`src/rtl/expander_pin_sequencer.sv`:
```
// Command sequencer feeding i2c_operator: queues bit writes, delays and apply-barriers,
// and holds the 29-bit expander pin shadow that drives i2c_operator's pin inputs.
module expander_pin_sequencer #(
  parameter int FIFO_DEPTH   = 4,
  parameter int BUSY_TIMEOUT = 100000
) (
  input  logic        clk,
  input  logic        reset,
  input  logic        cmd_valid,
  output logic        cmd_ready,
  input  logic [1:0]  cmd_op,
  input  logic [15:0] cmd_arg,
  input  logic        err_clear,
  input  logic        busyI2C,
  output logic [11:0] CS,
  output logic [5:0]  SH_R,
  output logic [5:0]  EN,
  output logic        MUX,
  output logic        RS,
  output logic [2:0]  TESTIO,
  output logic        seq_idle,
  output logic        err_bad_index,
  output logic        err_timeout
);

  localparam int PTR_W = $clog2(FIFO_DEPTH);
  localparam int CNT_W = ($clog2(BUSY_TIMEOUT) > 16) ? $clog2(BUSY_TIMEOUT) : 16;
  localparam int SH_W  = 29;

  localparam logic [1:0]       OP_WRITE_BIT    = 2'd0;
  localparam logic [1:0]       OP_CLEAR_ALL    = 2'd1;
  localparam logic [1:0]       OP_WAIT_APPLIED = 2'd2;
  localparam logic [1:0]       OP_DELAY        = 2'd3;
  localparam logic [PTR_W:0]   FULL_COUNT      = (PTR_W+1)'(FIFO_DEPTH);
  localparam logic [PTR_W:0]   ZERO_COUNT      = (PTR_W+1)'(0);
  localparam logic [PTR_W-1:0] PTR_ONE         = PTR_W'(1);
  localparam logic [PTR_W:0]   COUNT_ONE       = (PTR_W+1)'(1);
  localparam logic [CNT_W-1:0] CNT_ZERO        = CNT_W'(0);
  localparam logic [CNT_W-1:0] CNT_ONE         = CNT_W'(1);
  localparam logic [CNT_W-1:0] TIMEOUT_LAST    = CNT_W'(BUSY_TIMEOUT - 1);
  localparam logic [4:0]       MAX_INDEX       = 5'd28;

  typedef enum logic [1:0] {S_FETCH, S_DELAY, S_GUARD, S_WAIT} state_t;

  state_t              state_r, state_next_s;
  logic [17:0]         fifo_mem_r [FIFO_DEPTH];
  logic [PTR_W-1:0]    wr_ptr_r, rd_ptr_r;
  logic [PTR_W:0]      count_r;
  logic [CNT_W-1:0]    cnt_r, cnt_next_s;
  logic [SH_W-1:0]     shadow_r, shadow_next_s;
  logic                err_bad_index_r, err_timeout_r;
  logic                full_s, empty_s, push_s, pop_s;
  logic                bad_evt_s, timeout_evt_s;
  logic [1:0]          head_op_s;
  logic [15:0]         head_arg_s;
  logic [4:0]          head_idx_s;
  logic [SH_W-1:0]     bit_mask_s;

  assign full_s     = (count_r == FULL_COUNT);
  assign empty_s    = (count_r == ZERO_COUNT);
  assign push_s     = cmd_valid && !full_s;
  assign head_op_s  = fifo_mem_r[rd_ptr_r][17:16];
  assign head_arg_s = fifo_mem_r[rd_ptr_r][15:0];
  assign head_idx_s = head_arg_s[4:0];
  assign bit_mask_s = SH_W'(1) << head_idx_s;

  // Command queue storage, pointers and occupancy
  always_ff @(posedge clk) begin
    if (reset) begin
      wr_ptr_r <= PTR_W'(0);
      rd_ptr_r <= PTR_W'(0);
      count_r  <= ZERO_COUNT;
    end else begin
      if (push_s) begin
        fifo_mem_r[wr_ptr_r] <= {cmd_op, cmd_arg};
        wr_ptr_r             <= wr_ptr_r + PTR_ONE;
      end
      if (pop_s) begin
        rd_ptr_r <= rd_ptr_r + PTR_ONE;
      end
      case ({push_s, pop_s})
        2'b10:   count_r <= count_r + COUNT_ONE;
        2'b01:   count_r <= count_r - COUNT_ONE;
        default: count_r <= count_r;
      endcase
    end
  end

  // FSM state register
  always_ff @(posedge clk) begin
    if (reset) begin
      state_r <= S_FETCH;
    end else begin
      state_r <= state_next_s;
    end
  end

  // FSM next state and pop decision
  always_comb begin
    state_next_s = state_r;
    pop_s        = 1'b0;
    case (state_r)
      S_FETCH: begin
        if (!empty_s) begin
          pop_s = 1'b1;
          case (head_op_s)
            OP_DELAY: begin
              if (head_arg_s != 16'd0) state_next_s = S_DELAY;
              else                     state_next_s = S_FETCH;
            end
            OP_WAIT_APPLIED: state_next_s = S_GUARD;
            default:         state_next_s = S_FETCH;
          endcase
        end else begin
          state_next_s = S_FETCH;
        end
      end
      S_DELAY: begin
        if (cnt_r == CNT_ZERO) state_next_s = S_FETCH;
        else                   state_next_s = S_DELAY;
      end
      S_GUARD: state_next_s = S_WAIT;
      S_WAIT: begin
        if (!busyI2C)                   state_next_s = S_FETCH;
        else if (cnt_r == TIMEOUT_LAST) state_next_s = S_FETCH;
        else                            state_next_s = S_WAIT;
      end
      default: state_next_s = S_FETCH;
    endcase
  end

  // FSM outputs: idle status and error events
  always_comb begin
    seq_idle      = empty_s && (state_r == S_FETCH);
    bad_evt_s     = 1'b0;
    timeout_evt_s = 1'b0;
    if (pop_s && (head_op_s == OP_WRITE_BIT) && (head_idx_s > MAX_INDEX)) begin
      bad_evt_s = 1'b1;
    end else begin
      bad_evt_s = 1'b0;
    end
    if ((state_r == S_WAIT) && busyI2C && (cnt_r == TIMEOUT_LAST)) begin
      timeout_evt_s = 1'b1;
    end else begin
      timeout_evt_s = 1'b0;
    end
  end

  // Next shadow and counter values; DELAY N loads N-1 so the next pop lands N+1 cycles later
  always_comb begin
    shadow_next_s = shadow_r;
    cnt_next_s    = cnt_r;
    if (pop_s) begin
      case (head_op_s)
        OP_WRITE_BIT: begin
          if (head_idx_s <= MAX_INDEX) begin
            if (head_arg_s[8]) shadow_next_s = shadow_r | bit_mask_s;
            else               shadow_next_s = shadow_r & ~bit_mask_s;
          end else begin
            shadow_next_s = shadow_r;
          end
        end
        OP_CLEAR_ALL:    shadow_next_s = SH_W'(0);
        OP_WAIT_APPLIED: cnt_next_s    = CNT_ZERO;
        OP_DELAY: begin
          if (head_arg_s != 16'd0) cnt_next_s = CNT_W'(head_arg_s) - CNT_ONE;
          else                     cnt_next_s = CNT_ZERO;
        end
        default: shadow_next_s = shadow_r;
      endcase
    end else if ((state_r == S_DELAY) && (cnt_r != CNT_ZERO)) begin
      cnt_next_s = cnt_r - CNT_ONE;
    end else if ((state_r == S_WAIT) && busyI2C && (cnt_r != TIMEOUT_LAST)) begin
      cnt_next_s = cnt_r + CNT_ONE;
    end else begin
      cnt_next_s = cnt_r;
    end
  end

  // Shadow, counter and sticky error registers; a same-cycle error event beats err_clear
  always_ff @(posedge clk) begin
    if (reset) begin
      shadow_r        <= SH_W'(0);
      cnt_r           <= CNT_ZERO;
      err_bad_index_r <= 1'b0;
      err_timeout_r   <= 1'b0;
    end else begin
      shadow_r        <= shadow_next_s;
      cnt_r           <= cnt_next_s;
      err_bad_index_r <= bad_evt_s | (err_bad_index_r & ~err_clear);
      err_timeout_r   <= timeout_evt_s | (err_timeout_r & ~err_clear);
    end
  end

  assign cmd_ready     = !full_s;
  assign CS            = shadow_r[11:0];
  assign SH_R          = shadow_r[17:12];
  assign EN            = shadow_r[23:18];
  assign MUX           = shadow_r[24];
  assign RS            = shadow_r[25];
  assign TESTIO        = shadow_r[28:26];
  assign err_bad_index = err_bad_index_r;
  assign err_timeout   = err_timeout_r;

endmodule
```
`config.mk`:
```
export PLATFORM = sky130hd
export DESIGN_NAME = expander_pin_sequencer
export DESIGN_NICKNAME = d
export VERILOG_FILES = /design/src/rtl/expander_pin_sequencer.sv
export SDC_FILE = /design/constraint.sdc
export NUM_CORES = 1
export LEC_CHECK = 0
export CORE_MARGIN = 2
export CORE_UTILIZATION = 50
export DETAILED_ROUTE_END_ITERATION = 7
export GPL_TIMING_DRIVEN = 0
export PLACE_DENSITY_LB_ADDON = 0.3
export SLEW_MARGIN = 20
export SYNTH_ARGS = -nofsm -noshare
export SYNTH_HDL_FRONTEND = slang
export SYNTH_SLANG_ARGS = --single-unit
```
`constraint.sdc`:
```
create_clock -name clk -period 3.4 [get_ports clk]
set_clock_uncertainty 0.2 [all_clocks]
set_input_delay 1.02 -clock clk [delete_from_list [all_inputs] [get_ports clk]]
set_output_delay 1.02 -clock clk [all_outputs]
set_load 0.02 [all_outputs]
```
==> metrics.cfg, run 1 <==
[timing]
slew_viol_final = 0
rsz0062_at_grt = true
hold_viol_final = 0
min_period_ps = 3290
setup_viol = 0
slew_headroom_pct = 33.3
whs_ps = 299
tightest_slew_ps = 1000
period_share_pct = 96.9
max_freq_ghz = 0.304

[synthesis]
yosys.cell_types.count = 63
avgSynthCellArea_um2 = 10.7
synth-seq-cells = 131
syn-instance-count = 630
synth_largest_area_cell = edfxtp_1
syn_nets = 680
netlist_area_um2 = 6730
yosysWarnings = 0
ys_top_cells_by_area = edfxtp_1 (32%), dfxtp_1 (18%), mux4_2 (6.0%)
ys_seq_area_share_pct = 49.7
synth-edff-count = 72
synth_flop_cell = edfxtp_1
synth_top_cell_area_share_pct = 32.1
async_flop_share_pct = 0

[clocking]
clk_latency_ps = 420
clockBufferDepth = 2
cts_tree = yes
htree_levels = 4
cts-root-buf = clkbuf_16
cts_hold_buf = 0
cts.sinks = 131
path_clk_slew_ps = 60
cts_made_buffers = 17

[routing]
antenna_left = 0
routed_wl_um = 16900
avgRoutedWirePerCell_um = 18.9
firstDrtPassIters = 5
dr_total_vias = 5316
via_per_inst = 5.96
first_iter_violations = 429
drc = 0

[floorplanning]
rows = 42
start_util_pct = 51.0
fp.dieH_um = 120
die_x_um = 120
coreArea_um2 = 13200
io_pins = 56
die_area_um2 = 14400

[worst_setup_path]
r2r_slack_ps = 110
cp_slowest_stage_delay_ps = 580
cp.arrival_ps = 3370
crit_type = register to register
critical-path-top-delay-family = simple AND/OR/NAND/NOR gates
path_max_fanout = 16
critPathMostFrequentCell = a211oi_1
cp-startpoint = cnt_r[12]
worstPathRequired_ps = 3470
r2r_end = cnt_r[13]
cp-start-kind = register
cp-end-kind = register
worstReg2RegStart = cnt_r[12]
path_buf_inv = 1
crit_path_top_delay_cell = or4bb_4
cp.depth = 11
crit_chain = nor4_2 > nand2_1 > o21ai_4 > inv_8 > ha_4 > nand4_1 > nor2_2 > or4bb_4 > and4_1 > a211oi_1 > a211oi_1
worstSetupEndpoint = cnt_r[13]
ff2ff_path_depth = 11

[power_and_ir_drop]
peakVddDrop_mv = 0.475
p_leak_nw = 2.74
power_density_nw_per_um2 = 853

[finish]
post_route_cells_drive_above_1_share_pct = 14.5
final_common_cell = nor2_1
diodes = 0
final_cell_mix = nor2_1 (100), edfxtp_1 (72), dfxtp_1 (58)
area.growth.synth_to_final_pct = 23.3
num-nets-final = 753
final_area_um2 = 8300
fin_cells = 892

[worst_hold_path]
hold_start = shadow_r[22]
min_path_type = register to register

[grt]
grt_use_total_pct = 24.1
grt_pass1_wl_um = 26700
antenna_found_initial = 0
grt_overflow = 0
grt_pass1_vias = 5134
grt_max_degree = 19

[outcome]
status = finished clean

[place]
place_area_um2 = 7490
gp_congestion = 0.908
dp_hpwl_um = 11900
portBuffers = 54
dpl.cell_count = 860

[run]
drv_cap = 0

[what timing repair did]
| item | CTS | global route |
|---|---|---|
| pin swaps | 3 | 10 |
| resized for setup | 22 | 22 |
| setup endpoints to repair | 18 | 12 |
| setup buffers | 2 | 3 |
[tightest hold or removal path: stages, from the launching register on]
cell     delay [ps]
dfxtp_1         330
a32oi_1          60
nor2_1           80
[registers in the layout, indices dropped and copies added (netlist names), named ones only]
| name | count |
|---|---|
| err_timeout | 1 |
| shadow_r | 29 |
| wr_ptr_r | 2 |
| state_r | 2 |
| fifo_mem_r | 72 |
| count_r | 3 |
| rd_ptr_r | 2 |
| cnt_r | 17 |
| err_bad_index | 1 |
[per-layer routing]
| layer | part of all wire, % | vias up | global-route usage [%] |
|---|---|---|---|
| met5 | 0 | - | 0 |
| met3 | 6.3 | 30 | 4.80 |
| met1 | 43 | 2568 | 31.6 |
| met2 | 49 | 213 | 39.6 |
| li1 | - | 2505 | - |
| met4 | 2.2 | 0 | 9.41 |
[cells in the mapped netlist (3+ instances only)]
library cell / number
xor2_1: 10
a21oi_1: 18
dfxtp_1: 59
a21o_1: 4
a221oi_1: 5
mux4_2: 18
inv_1: 16
nor3b_1: 4
buf_1: 4
mux2i_1: 5
nand2_1: 37
a22oi_1: 18
edfxtp_1: 72
buf_2: 7
nor3_1: 18
ha_1: 25
o21a_1: 3
o21ai_0: 38
and2_1: 6
nand2b_1: 9
nand3_1: 11
or3_1: 5
nor2b_1: 8
o211ai_1: 4
xnor2_1: 17
clkbuf_1: 20
a32oi_1: 10
nor4_1: 5
nand4_1: 10
a211oi_1: 16
a311oi_1: 3
buf_6: 3
nor2_1: 101
[worst min-delay path by stage]
stage	end	slack, ps	depth (start not counted)
final	shadow_r[22]	300	2
after floorplan	wr_ptr_r[1]	270	2
after detailed placement	shadow_r[22]	280	2
after CTS	shadow_r[22]	300	2
after global placement	err_bad_index	270	2
after global routing	shadow_r[17]	330	2
[cell type report]
class,count,area [um^2]
clock buffer,17,425
multi-input combinational,448,3360
timing repair buffer,59,578
buffer,30,148
tap,176,220
inverter,16,67.6
fill,1037,4890
clock inverter,15,158
sequential,131,3340
[cells by family after synthesis]
| family | share of synthesized area (%) |
|---|---|
| AND/OR/NAND/NOR | 17.2 |
| AO/OA/AOI/OAI | 14.3 |
| flip-flops | 49.7 |
| buffers and inverters | 3.33 |
| XOR/XNOR | 3.51 |
| adder cells (fa/ha/maj) | 5.24 |
| multiplexers | 6.77 |
[metrics by stage]
stage | power (mW) | util, % | setup WS, ps | setup TNS (ps)
after detailed placement | 4.99 | 56.8 | -794 | -7100
after floorplan | 4.21 | - | 53.8 | 0
after global routing | 7.49 | 62.9 | -21.6 | -40.5
after CTS | 6.92 | 61.9 | -34.2 | -80.4
final | 7.08 | 62.9 | 105 | 0
after global placement | 4.95 | 56.8 | -745 | -6560
[report_power, final]
part	internal (mW)	switching, mW
Sequential	1.85	0.154
Clock	1.08	0.707
Combinational	1.28	2.01
Total	4.21	2.87
Power figures use the tool's default switching activity.
==> run 2, diff against run 1 <==
--- a/config.mk
+++ b/config.mk
@@ -7,6 +7,7 @@
 export LEC_CHECK = 0
 export CORE_MARGIN = 2
 export CORE_UTILIZATION = 50
+export CTS_CLUSTER_DIAMETER = 80
 export DETAILED_ROUTE_END_ITERATION = 7
 export GPL_TIMING_DRIVEN = 0
 export PLACE_DENSITY_LB_ADDON = 0.3
==> constraint.sdc (replaced) <==
create_clock -name clk -period 4.2 [get_ports clk]
set_clock_uncertainty 0.2 [all_clocks]
set_input_delay 1.26 -clock clk [delete_from_list [all_inputs] [get_ports clk]]
set_output_delay 1.26 -clock clk [all_outputs]
set_load 0.02 [all_outputs]
==> metrics.cfg, run 2 (same netlist as run 1, synthesis figures left out) <==
[grt]
antenna_found_initial = 0
grt_pass1_wl_um = 26600
gr-usage-met3_pct = 4.90
grt_use_met2_pct = 37.8
grt_use_total_pct = 23.9
grt_overflow = 0
grt_max_degree = 19
grt_busiest_layer = met2
use_met1_pct = 32.2
grt_pass1_vias = 5174

[routing]
via_per_inst = 6.01
routed_wl_um = 16900
firstDrtPassIters = 6
dr_total_vias = 5353
first_iter_violations = 583
avgRoutedWirePerCell_um = 18.9
drc = 0
antenna_left = 0

[finish]
area.growth.synth_to_final_pct = 19.4
largest_registers = fifo_mem_r: 72 flops, shadow_r: 29 flops, cnt_r: 17 flops
post_route_cells_drive_above_1_share_pct = 10.2
top_register = fifo_mem_r
num-nets-final = 753
diodes = 0
final_common_cell = nor2_1
fillers = 1057
largest_register_ffs = 72
final_util_pct = 60.9
final_cell_mix = nor2_1 (101), edfxtp_1 (72), dfxtp_1 (59)

[worst_setup_path]
worstPathRequired_ps = 4330
ff2ff_path_depth = 12
crit_type = register to register
r2r_slack_ps = 250
r2r_end = cnt_r[13]
cp-start-kind = register
worstReg2RegStart = cnt_r[11]
cp.arrival_ps = 4080
path_max_fanout = 16
cp-end-kind = register

[worst_hold_path]
min_path_type = register to register
min_delay_path_depth = 2
min_to = shadow_r[6]
hold_start = shadow_r[6]

[floorplanning]
rows = 42
die_x_um = 120
fp.dieH_um = 120
start_util_pct = 51.0
io_pins = 56
die_area_um2 = 14400
coreArea_um2 = 13200

[clocking]
clockBufferDepth = 2
htree_levels = 4
postCtsSetupBuffers = 0
cts_tree = yes
cts_resized = 2
cts-root-buf = clkbuf_16
cts_hold_buf = 0
cts_made_buffers = 17
clk_latency_ps = 420
cts.sinks = 131
path_clk_slew_ps = 60

[place]
dp_hpwl_um = 12000
gp_congestion = 0.932
portBuffers = 54

[timing]
rsz0062_at_grt = false
setup_viol = 0
slew_headroom_pct = 36.0
tightest_slew_ps = 961
min_period_ps = 3950
hold_viol_final = 0
max_freq_ghz = 0.253
slew_viol_final = 0
whs_ps = 294
period_share_pct = 94.0

[power_and_ir_drop]
p_leak_nw = 2.70
peakVddDrop_mv = 0.396
power_density_nw_per_um2 = 678

[outcome]
status = finished clean

[run]
drv_cap = 0

run 2: cell types whose count changed in the layout (fill, tap and decap cells not counted), sizes merged:
| cell | previous run | this run |
|---|---|---|
| clkinv | 6 | 7 |
| inv | 20 | 17 |
| clkinvlp | 3 | 4 |
| clkbuf | 33 | 39 |
| bufinv | 2 | 1 |
| buf | 19 | 14 |
run 2: cell type report:
cell class | instances | area, um^2 | area share, %
inverters | 16 | 60.1 | 0.747
flip-flops and latches | 131 | 3340 | 41.6
well taps | 176 | 220 | 2.74
clock inverters | 13 | 113 | 1.40
repair buffers | 54 | 541 | 6.73
multi-input cells | 448 | 3170 | 39.4
clock buffers | 18 | 429 | 5.34
plain buffers | 35 | 164 | 2.04
run 2: worst max path at each step:
stage | start | cells past startpoint | slack (ps) | to
floorplan | cnt_r[0] | 12 | 770 | cnt_r[13]
finish | cnt_r[11] | 12 | 250 | cnt_r[13]
global route | cnt_r[11] | 12 | 3 | cnt_r[13]
global placement | cnt_r[11] | 12 | -140 | cnt_r[15]
CTS | cnt_r[11] | 12 | 120 | cnt_r[15]
detailed placement | cnt_r[11] | 12 | -210 | cnt_r[15]
run 2: metrics by stage:
stage	cells	cell area (um^2)	setup slack (ps)	setup TNS, ps	power, mW
after floorplan	630	6730	771	0	3.41
after global placement	860	7490	-138	-230	4.01
after detailed placement	860	7490	-206	-326	4.05
after CTS	891	8030	121	0	5.41
after global routing	891	8040	3.37	0	5.75
final	891	8040	251	0	5.45
run 2: metal layers:
layer / routed length, um / part of all wire, %
met5: 0 / 0
met1: 7380 / 44
met4: 393 / 2.3
met2: 8010 / 47
met3: 1090 / 6.4
run 2: where the power goes:
group | internal [mW] | switching (mW)
Combinational | 0.904 | 1.60
Sequential | 1.49 | 0.102
Clock | 0.805 | 0.545
Total | 3.20 | 2.25
run 2: worst max-delay path, cell delays in order (launching register included):
cell and delay, ps:
dfxtp_1 340, nor4_1 410, nand2_1 220, o21ai_2 290, inv_2 210, ha_1 320, clkbuf_1 280, nand4_1 220
nor2_1 270, or4bb_1 500, a211oi_1 270, a211oi_1 80, a211oi_1 230
==> run 3, diff against run 2 <==
--- a/config.mk
+++ b/config.mk
@@ -11,6 +11,7 @@
 export DETAILED_ROUTE_END_ITERATION = 7
 export GPL_TIMING_DRIVEN = 0
 export PLACE_DENSITY_LB_ADDON = 0.3
+export SKIP_LAST_GASP = 1
 export SLEW_MARGIN = 20
 export SYNTH_ARGS = -nofsm -noshare
 export SYNTH_HDL_FRONTEND = slang
==> results of run 3 <==
Same layout as run 2: the final DEF is identical, and so are final timing and power.
